$ cat config.mk
export PLATFORM = sky130hd
export DESIGN_NAME = pwm_breathe_gen
export DESIGN_NICKNAME = d
export VERILOG_FILES = /design/src/rtl/pwm_breathe_gen.sv
export SDC_FILE = /design/constraint.sdc
export NUM_CORES = 1
export LEC_CHECK = 0
export ABC_CLOCK_PERIOD_IN_PS = 3820
export BUFFER_PORTS_ARGS = -buffer_cell sky130_fd_sc_hd__buf_4
export CAP_MARGIN = 10
export CORE_MARGIN = 1
export CORE_UTILIZATION = 45
export CTS_CLUSTER_SIZE = 40
export DETAILED_ROUTE_END_ITERATION = 7
export PLACE_DENSITY = 0.6
export SYNTH_ARGS = -nofsm -noshare
export SYNTH_HDL_FRONTEND = slang
export SYNTH_SLANG_ARGS = --single-unit
$ cat constraint.sdc
create_clock -name clk -period 3.82 [get_ports clk]
set_input_delay 0.382 -clock clk [delete_from_list [all_inputs] [get_ports clk]]
set_output_delay 0.382 -clock clk [all_outputs]
set_load 0.02 [all_outputs]
$ cat src/rtl/pwm_breathe_gen.sv
// N-channel LED breathing PWM: shared period counter, phase prescaler and
// per-channel phase-offset duty generator with period-aligned shadow duties.
module pwm_breathe_gen #(
   parameter int unsigned CHANNELS   = 3,
   parameter int unsigned PWM_BITS   = 8,
   parameter int unsigned PRESC_BITS = 10,
   parameter int unsigned PHASE_STEP = 85
) (
   input  logic                clk,
   input  logic                rst_n,
   input  logic                en,
   input  logic [1:0]          mode,
   input  logic [PWM_BITS-1:0] fixed_duty,
   output logic [CHANNELS-1:0] pwm_out,
   output logic                period_stb
);

   localparam int unsigned PH_W = PWM_BITS + 1;

   typedef enum logic [1:0] {
      MODE_TRI = 2'b00,
      MODE_SAW = 2'b01,
      MODE_FIX = 2'b10,
      MODE_OFF = 2'b11
   } mode_e;

   logic [PWM_BITS-1:0]                pwm_cnt_q, pwm_cnt_d;
   logic [PRESC_BITS-1:0]              presc_q, presc_d;
   logic [PH_W-1:0]                    phase_q, phase_d;
   logic [CHANNELS-1:0][PWM_BITS-1:0]  shadow_q, shadow_d;
   logic [CHANNELS-1:0][PWM_BITS-1:0]  duty_sel;
   logic [CHANNELS-1:0]                pwm_out_q, pwm_out_d;
   logic                               period_stb_q, period_stb_d;
   logic                               wrap;

   assign wrap = en & (pwm_cnt_q == '1);

   // Candidate duty per channel, from the pre-increment phase.
   always_comb begin
      logic [PH_W-1:0] ph;
      ph       = '0;
      duty_sel = '0;
      for (int unsigned i = 0; i < CHANNELS; i++) begin
         ph = phase_q + PH_W'(i * PHASE_STEP);
         case (mode)
            MODE_TRI: duty_sel[i] = ph[PH_W-1] ? ph[PWM_BITS-1:0] : ~ph[PWM_BITS-1:0];
            MODE_SAW: duty_sel[i] = ph[PWM_BITS-1:0];
            MODE_FIX: duty_sel[i] = fixed_duty;
            MODE_OFF: duty_sel[i] = '0;
            default:  duty_sel[i] = '0;
         endcase
      end
   end

   always_comb begin
      pwm_cnt_d    = pwm_cnt_q;
      presc_d      = presc_q;
      phase_d      = phase_q;
      shadow_d     = shadow_q;
      period_stb_d = wrap;
      pwm_out_d    = '0;
      if (en) begin
         pwm_cnt_d = pwm_cnt_q + PWM_BITS'(1);
      end
      // Shadows only change at the period boundary, so no partial-period glitch.
      if (wrap) begin
         presc_d  = presc_q + PRESC_BITS'(1);
         shadow_d = duty_sel;
         if (presc_q == '1) begin
            phase_d = phase_q + PH_W'(1);
         end
      end
      for (int unsigned i = 0; i < CHANNELS; i++) begin
         pwm_out_d[i] = en & (pwm_cnt_q < shadow_q[i]);
      end
   end

   always_ff @(posedge clk or negedge rst_n) begin
      if (!rst_n) begin
         pwm_cnt_q    <= '0;
         presc_q      <= '0;
         phase_q      <= '0;
         shadow_q     <= '0;
         pwm_out_q    <= '0;
         period_stb_q <= 1'b0;
      end else begin
         pwm_cnt_q    <= pwm_cnt_d;
         presc_q      <= presc_d;
         phase_q      <= phase_d;
         shadow_q     <= shadow_d;
         pwm_out_q    <= pwm_out_d;
         period_stb_q <= period_stb_d;
      end
   end

   assign pwm_out    = pwm_out_q;
   assign period_stb = period_stb_q;

endmodule

## Word-level counts from Yosys, hierarchy flattened

Cells that the tools add are included.

| cells by class | value |
|---|---|
| add/subtract/negate cells | 5 |
| $lt $le $gt $ge | 3 |
| equality and inequality tests | 5 |
| muxes and demuxes | 6 |
| bitwise logic cells | 7 |
| reductions and logical operators | 2 |

Operators by type and width:

| cell | number |
|---|---|
| $pmux 8 s4 | 3 |
| $lt 8x8->1 | 3 |
| $mux 8 | 3 |
| $not 8->8 | 3 |
| $add 10x1->10 const B | 1 |
| $eq 10x10->1 const B | 1 |
| $add 9x1->9 const B | 1 |
| $add 9x7->9 const B | 1 |
| $add 9x8->9 const B | 1 |
| $add 8x1->8 const B | 1 |
| $eq 8x8->1 const B | 1 |
| $and 1x1->1 | 4 |
| $eq 2x2->1 const B | 2 |
| $eq 2x1->1 const B | 1 |
| $logic_not 2->1 | 1 |
| $reduce_and 2->1 | 1 |

| storage, ports and cells | value |
|---|---|
| flip-flop bits (word level) | 55 |
| bits of input ports | 13 |
| output and inout port bits | 4 |
| word-level logic and storage cells | 36 |

## Longest topological paths before layout

| logic depth | value |
|---|---|
| depth after elaboration | 4 |
| depth in mapped cells | 8 |
| mapped depth without buffers | 7 |

## Worst setup path after synthesis

OpenSTA, ideal clock, no wires.

| timing | value |
|---|---|
| path kind | register -> register |
| start point | register phase_q[1] |
| end point | register shadow_q[9] (netlist name) |
| data arrival time | 2,024 ps |
| required time | 3,709 ps |
| setup slack | 1,685 ps |
| cell stages (with the launch flop) | 7 |
| buffers on the path | 0 |
| period minus slack after synthesis | 2,135 ps |
| path through | dfrtp_1 > ha_1 > o211a_1 > o31a_1 > mux2_4 > and3b_1 > a2111oi_2 |

| between the ends | value |
|---|---|
| cells in the longest elaborated chain, start to end | 4 |

RTL lines:

| what | RTL line | source |
|---|---|---|
| start: declaration | 29 | `logic [PH_W-1:0] phase_q, phase_d;` |
| start signal: assignment | 89 | `phase_q <= phase_d;` |
| $add 9x7->9 * | 44 | `ph = phase_q + PH_W'(i * PHASE_STEP);` |
| $not 8->8 | 46 | `MODE_TRI: duty_sel[i] = ph[PH_W-1] ? ph[PWM_BITS-1:0] : ~ph[PWM_BITS-1:0];` |
| $mux 8 | 46 |  |
| $pmux 8 s4 * | 45 | `case (mode)` |
| end signal: assignment | 90 | `shadow_q <= shadow_d;` |
| end: declaration | 30 | `logic [CHANNELS-1:0][PWM_BITS-1:0] shadow_q, shadow_d;` |

Every way passes the cells marked *; elsewhere a longest branch is shown, timed or not.
A chain may end at the register's enable or synchronous reset.

## Final worst setup path

| timing | value |
|---|---|
| start point | register pwm_cnt_q[0] |
| end point | register phase_q[5] |

| between the ends | value |
|---|---|
| cells in the longest elaborated chain, start to end | 3 |

RTL lines:

| what | RTL line | source |
|---|---|---|
| start: declaration | 27 | `logic [PWM_BITS-1:0] pwm_cnt_q, pwm_cnt_d;` |
| start signal: assignment | 87 | `pwm_cnt_q <= pwm_cnt_d;` |
| $eq 8x8->1 | 36 | `assign wrap = en & (pwm_cnt_q == '1);` |
| $and 1x1->1 | 36 |  |
| $reduce_and 2->1 (no source line) | -- |  |

No other way between the ends.

==> summary.md <==
| Metric | Value |
|---|---|
| Status | completed |
| DR DRC count | 0 |
| DR WL met2 | 4050 microns |
| Largest family of logic cells by synthesized area | compound AO/OA/AOI/OAI gates |
| RR Startpoint | pwm_cnt_q[0] |
| Post-synthesis simple-gate area fraction | 17.6% |
| Fin crit period | 2630 ps |
| Main synth FF type | dfrtp_1 |
| Internal Power | 998 uW |
| Synthesized area per cell | 8.98 sq um |
| Worst path cell trace | ha_1 > nand4_1 > or2_1 > buf_4 > nor3_4 > nor3b_2 > xor2_1 |
| Sequential cell area fraction in the yosys report | 36.8% |
| Cts hold-fix bufs | 0 |
| Clk pwr share | 28.9% |
| Slowest stage delay, CP | 510 ps |
| Die Height | 93.1 microns |
| Slew @ Worst Pin | 854 ps |
| Avg WL per Cell | 16.4 microns |
| EDFF count, synth | 0 |
| Slew HR | 43.0% |
| Compound-Gate Fraction of Synth Area | 19.6% |
| Seq cells post-synth | 55 |
| Final setup vio count | 0 |
| Logic pwr share | 21.8% |
| Cell family with most CP delay | simple AND/OR/NAND/NOR gates |
| Post-DP HPWL | 6210 microns |
| Vias per cell | 5.71 |
| Num CTS Buffers | 5 |
| Yosys top cell area share | 36.8% |
| Syn nets | 455 |
| Post-Synthesis Cells | 416 |
| Core Rows | 32 |
| P_leak | 0.00189 uW |
| Xor/xnor share of the synthesized area | 10.1% |
| Fin util | 51.0% |
| 1st-pass router iterations | 5 |
| Met1 WL | 4040 microns |
| Reg-to-Reg End | phase_q[5] |
| Routed WL | 8530 microns |
| Asr flop ratio synth | 100% |
| Slew Limit Fails | 0 |
| Cell taking the most area after synthesis | dfrtp_1 |
| Share of cells above drive strength 1 | 8.61% |
| Via count | 2967 |
| DIE WIDTH | 93.1 microns |
| Area added between synthesis and finish | 7.67% |
| Sequential share of power | 49.3% |
| CP Launch Type | register |
| Max Cap Violations | 0 |
| Starting Density | 47.4% |
| Clock sink total | 55 |
| Wire length on met3 | 371 microns |
| Buf+Inv Stages, Crit Path | 1 |
| Ys Warns | 0 |
| FILL cells | 750 |
| Die ar. | 8670 sq um |
| R2R Setup Slk | 1190 ps |
| Distinct cells, synth | 58 |
| Top sig layer | met4 |
| H-tree depth | 2 |
| Routed Antenna Nets | 0 |
| Fraction of synthesized area in multiplexers | 1.81% |
| Reg2Reg Depth | 7 |
| Total grt overflow | 0 |
| First-pass GRT wire length | 14100 microns |
| IO Pins | 17 |
| CTS resizes | 0 |
| Synth Area in Adders | 8.70% |
| WP data required | 4050 ps |
| Register area | 1380 sq um |
| Final GP Congestion | 0.879 |
| Synthesized cell area | 3740 sq um |
| Total setup buffers inserted after CTS | 0 |
| HP Class | in -> async |
| Vias in the first global route | 2717 |
| CTS max path bufs | 2 |
| Antenna Cells | 0 |
| CP max-delay cell | or2_1 |
| Final hold vios | 0 |
| Count leader, synth | dfrtp_1 |
| PortBufs | 16 |
| PD cells | 354 nW/um^2 |
| Initial DRC count | 198 |
| P_sw | 425 uW |
| Clock root buffer | clkbuf_8 |
| Critical Path AT | 2870 ps |
| Ranking of synthesized cells by area | dfrtp_1 37%, ha_1 8.7%, xnor2_1 7.0% |
| Multi-input gate area | 2160 sq um |
| IR drop worst, VDD | 0.149 mV |
| CTS clk-pin slew, worst paths | 110 ps |
| Final TNS setup | 0 ps |
| RSZ-0062 raised after global routing | no |
| Setup Skew | 13.2 ps |
| Overall routing resource usage | 21.0% |
| # nets final | 456 |
| Final period util | 69.0% |
| Worst setup path category | reg -> reg |
| Core box area | 7890 sq um |
| Sw Ratio | 29.9% |
| Initial antenna violation count | 0 |
| Most instantiated cells after synthesis | 55 x dfrtp_1, 31 x nand2_1, 30 x nor2_1, 30 x xnor2_1, 27 x inv_1 |
| Critical path capture point type | register |
| Clk_lat worst skew | 310 ps |
| CTS tree | built |
| F_max | 0.380 GHz |
| Crit-path max FO | 20 |
| Largest net degree at the start of global routing | 56 |
==> routing by layer <==
layer | up-vias | track usage, %
met5 | - | 0
li1 | 1480 | -
met3 | 7 | 3.25
met1 | 1414 | 30.2
met4 | 0 | 4.23
met2 | 66 | 33.5
==> through the flow <==
stage	setup slack (ps)	cell area, sq um	power (uW)	instances	hold slack (ps)
global placement	1360	3900	1020	512	453
detailed placement	1200	3900	1030	512	453
CTS	1160	4020	1440	520	134
floorplan	1680	3740	916	416	86.4
global route	970	4020	1520	520	165
finish	1190	4020	1420	520	96.4
==> placed cells by master, fill, tap and decap left out, types with 2 or more instances in the layout <==
cell	instances
a32oi_1	2
a31oi_1	2
a211oi_1	12
nand2_1	31
nor2_1	30
ha_1	26
inv_1	27
xor2_1	13
a21o_1	10
nand3_1	9
a21oi_1	25
o31a_1	5
mux2i_1	3
o211ai_1	5
o21ai_0	15
nor3_1	9
and2_1	2
nand4_1	11
and3_1	9
buf_4	18
nand2b_1	12
a221o_1	5
a221oi_1	2
clkbuf_8	6
o21ai_1	7
o221a_1	2
xnor2_1	30
nor4_1	3
dfrtp_1	55
or2_2	2
or3_1	3
==> area by class of cell <==
| type | count | area share (%) |
|---|---|---|
| inverters | 28 | 2.61 |
| well taps | 102 | 3.17 |
| flip-flops and latches | 55 | 34.2 |
| clock inverters | 2 | 0.964 |
| clock buffers | 6 | 2.05 |
| multi-input cells | 309 | 53.6 |
| repair buffers | 18 | 3.36 |
==> flip-flops by register name, summed over array words and instances, names as in the netlist <==
name and flops:
shadow_q 24, presc_q 10, phase_q 9, pwm_cnt_q 8, pwm_out 3, period_stb 1
==> worst max-delay path by stage <==
stage / slack (ps) / endpoint / cells past startpoint / startpoint
CTS: 1160 / phase_q[5] / 7 / pwm_cnt_q[0]
detailed placement: 1200 / phase_q[5] / 7 / pwm_cnt_q[0]
global placement: 1360 / phase_q[5] / 7 / pwm_cnt_q[1]
finish: 1190 / phase_q[5] / 7 / pwm_cnt_q[0]
global route: 970 / phase_q[5] / 7 / pwm_cnt_q[0]
floorplan: 1680 / shadow_q[9] / 6 / phase_q[1]
==> power by group through the flow <==
stage | sequential (uW) | combinational [uW] | clock, uW
floorplan | 699 | 217 | 0
global placement | 707 | 308 | 0
detailed placement | 715 | 312 | 0
CTS | 703 | 316 | 423
global route | 712 | 356 | 451
finish | 701 | 310 | 412
==> worst register-to-register path, delay by kind of cell (launching register included) <==
| kind | cells | cell delay [ps] |
|---|---|---|
| xor+xnor | 1 | 150 |
| fa+ha+maj | 1 | 260 |
| buf+inv | 1 | 340 |
| flops | 1 | 500 |
| simple gates | 4 | 1310 |
==> kinds of logic after synthesis <==
group                      count (synthesis)
buffers and inverters                     52
DFF                                       55
xor gates and xnor gates                  43
and+or+nand+nor                          129
muxes                                      6
adders and majority gates                 26
AOI/OAI and AO/OA                        105
No activity file was read; power rests on OpenSTA's default activity.
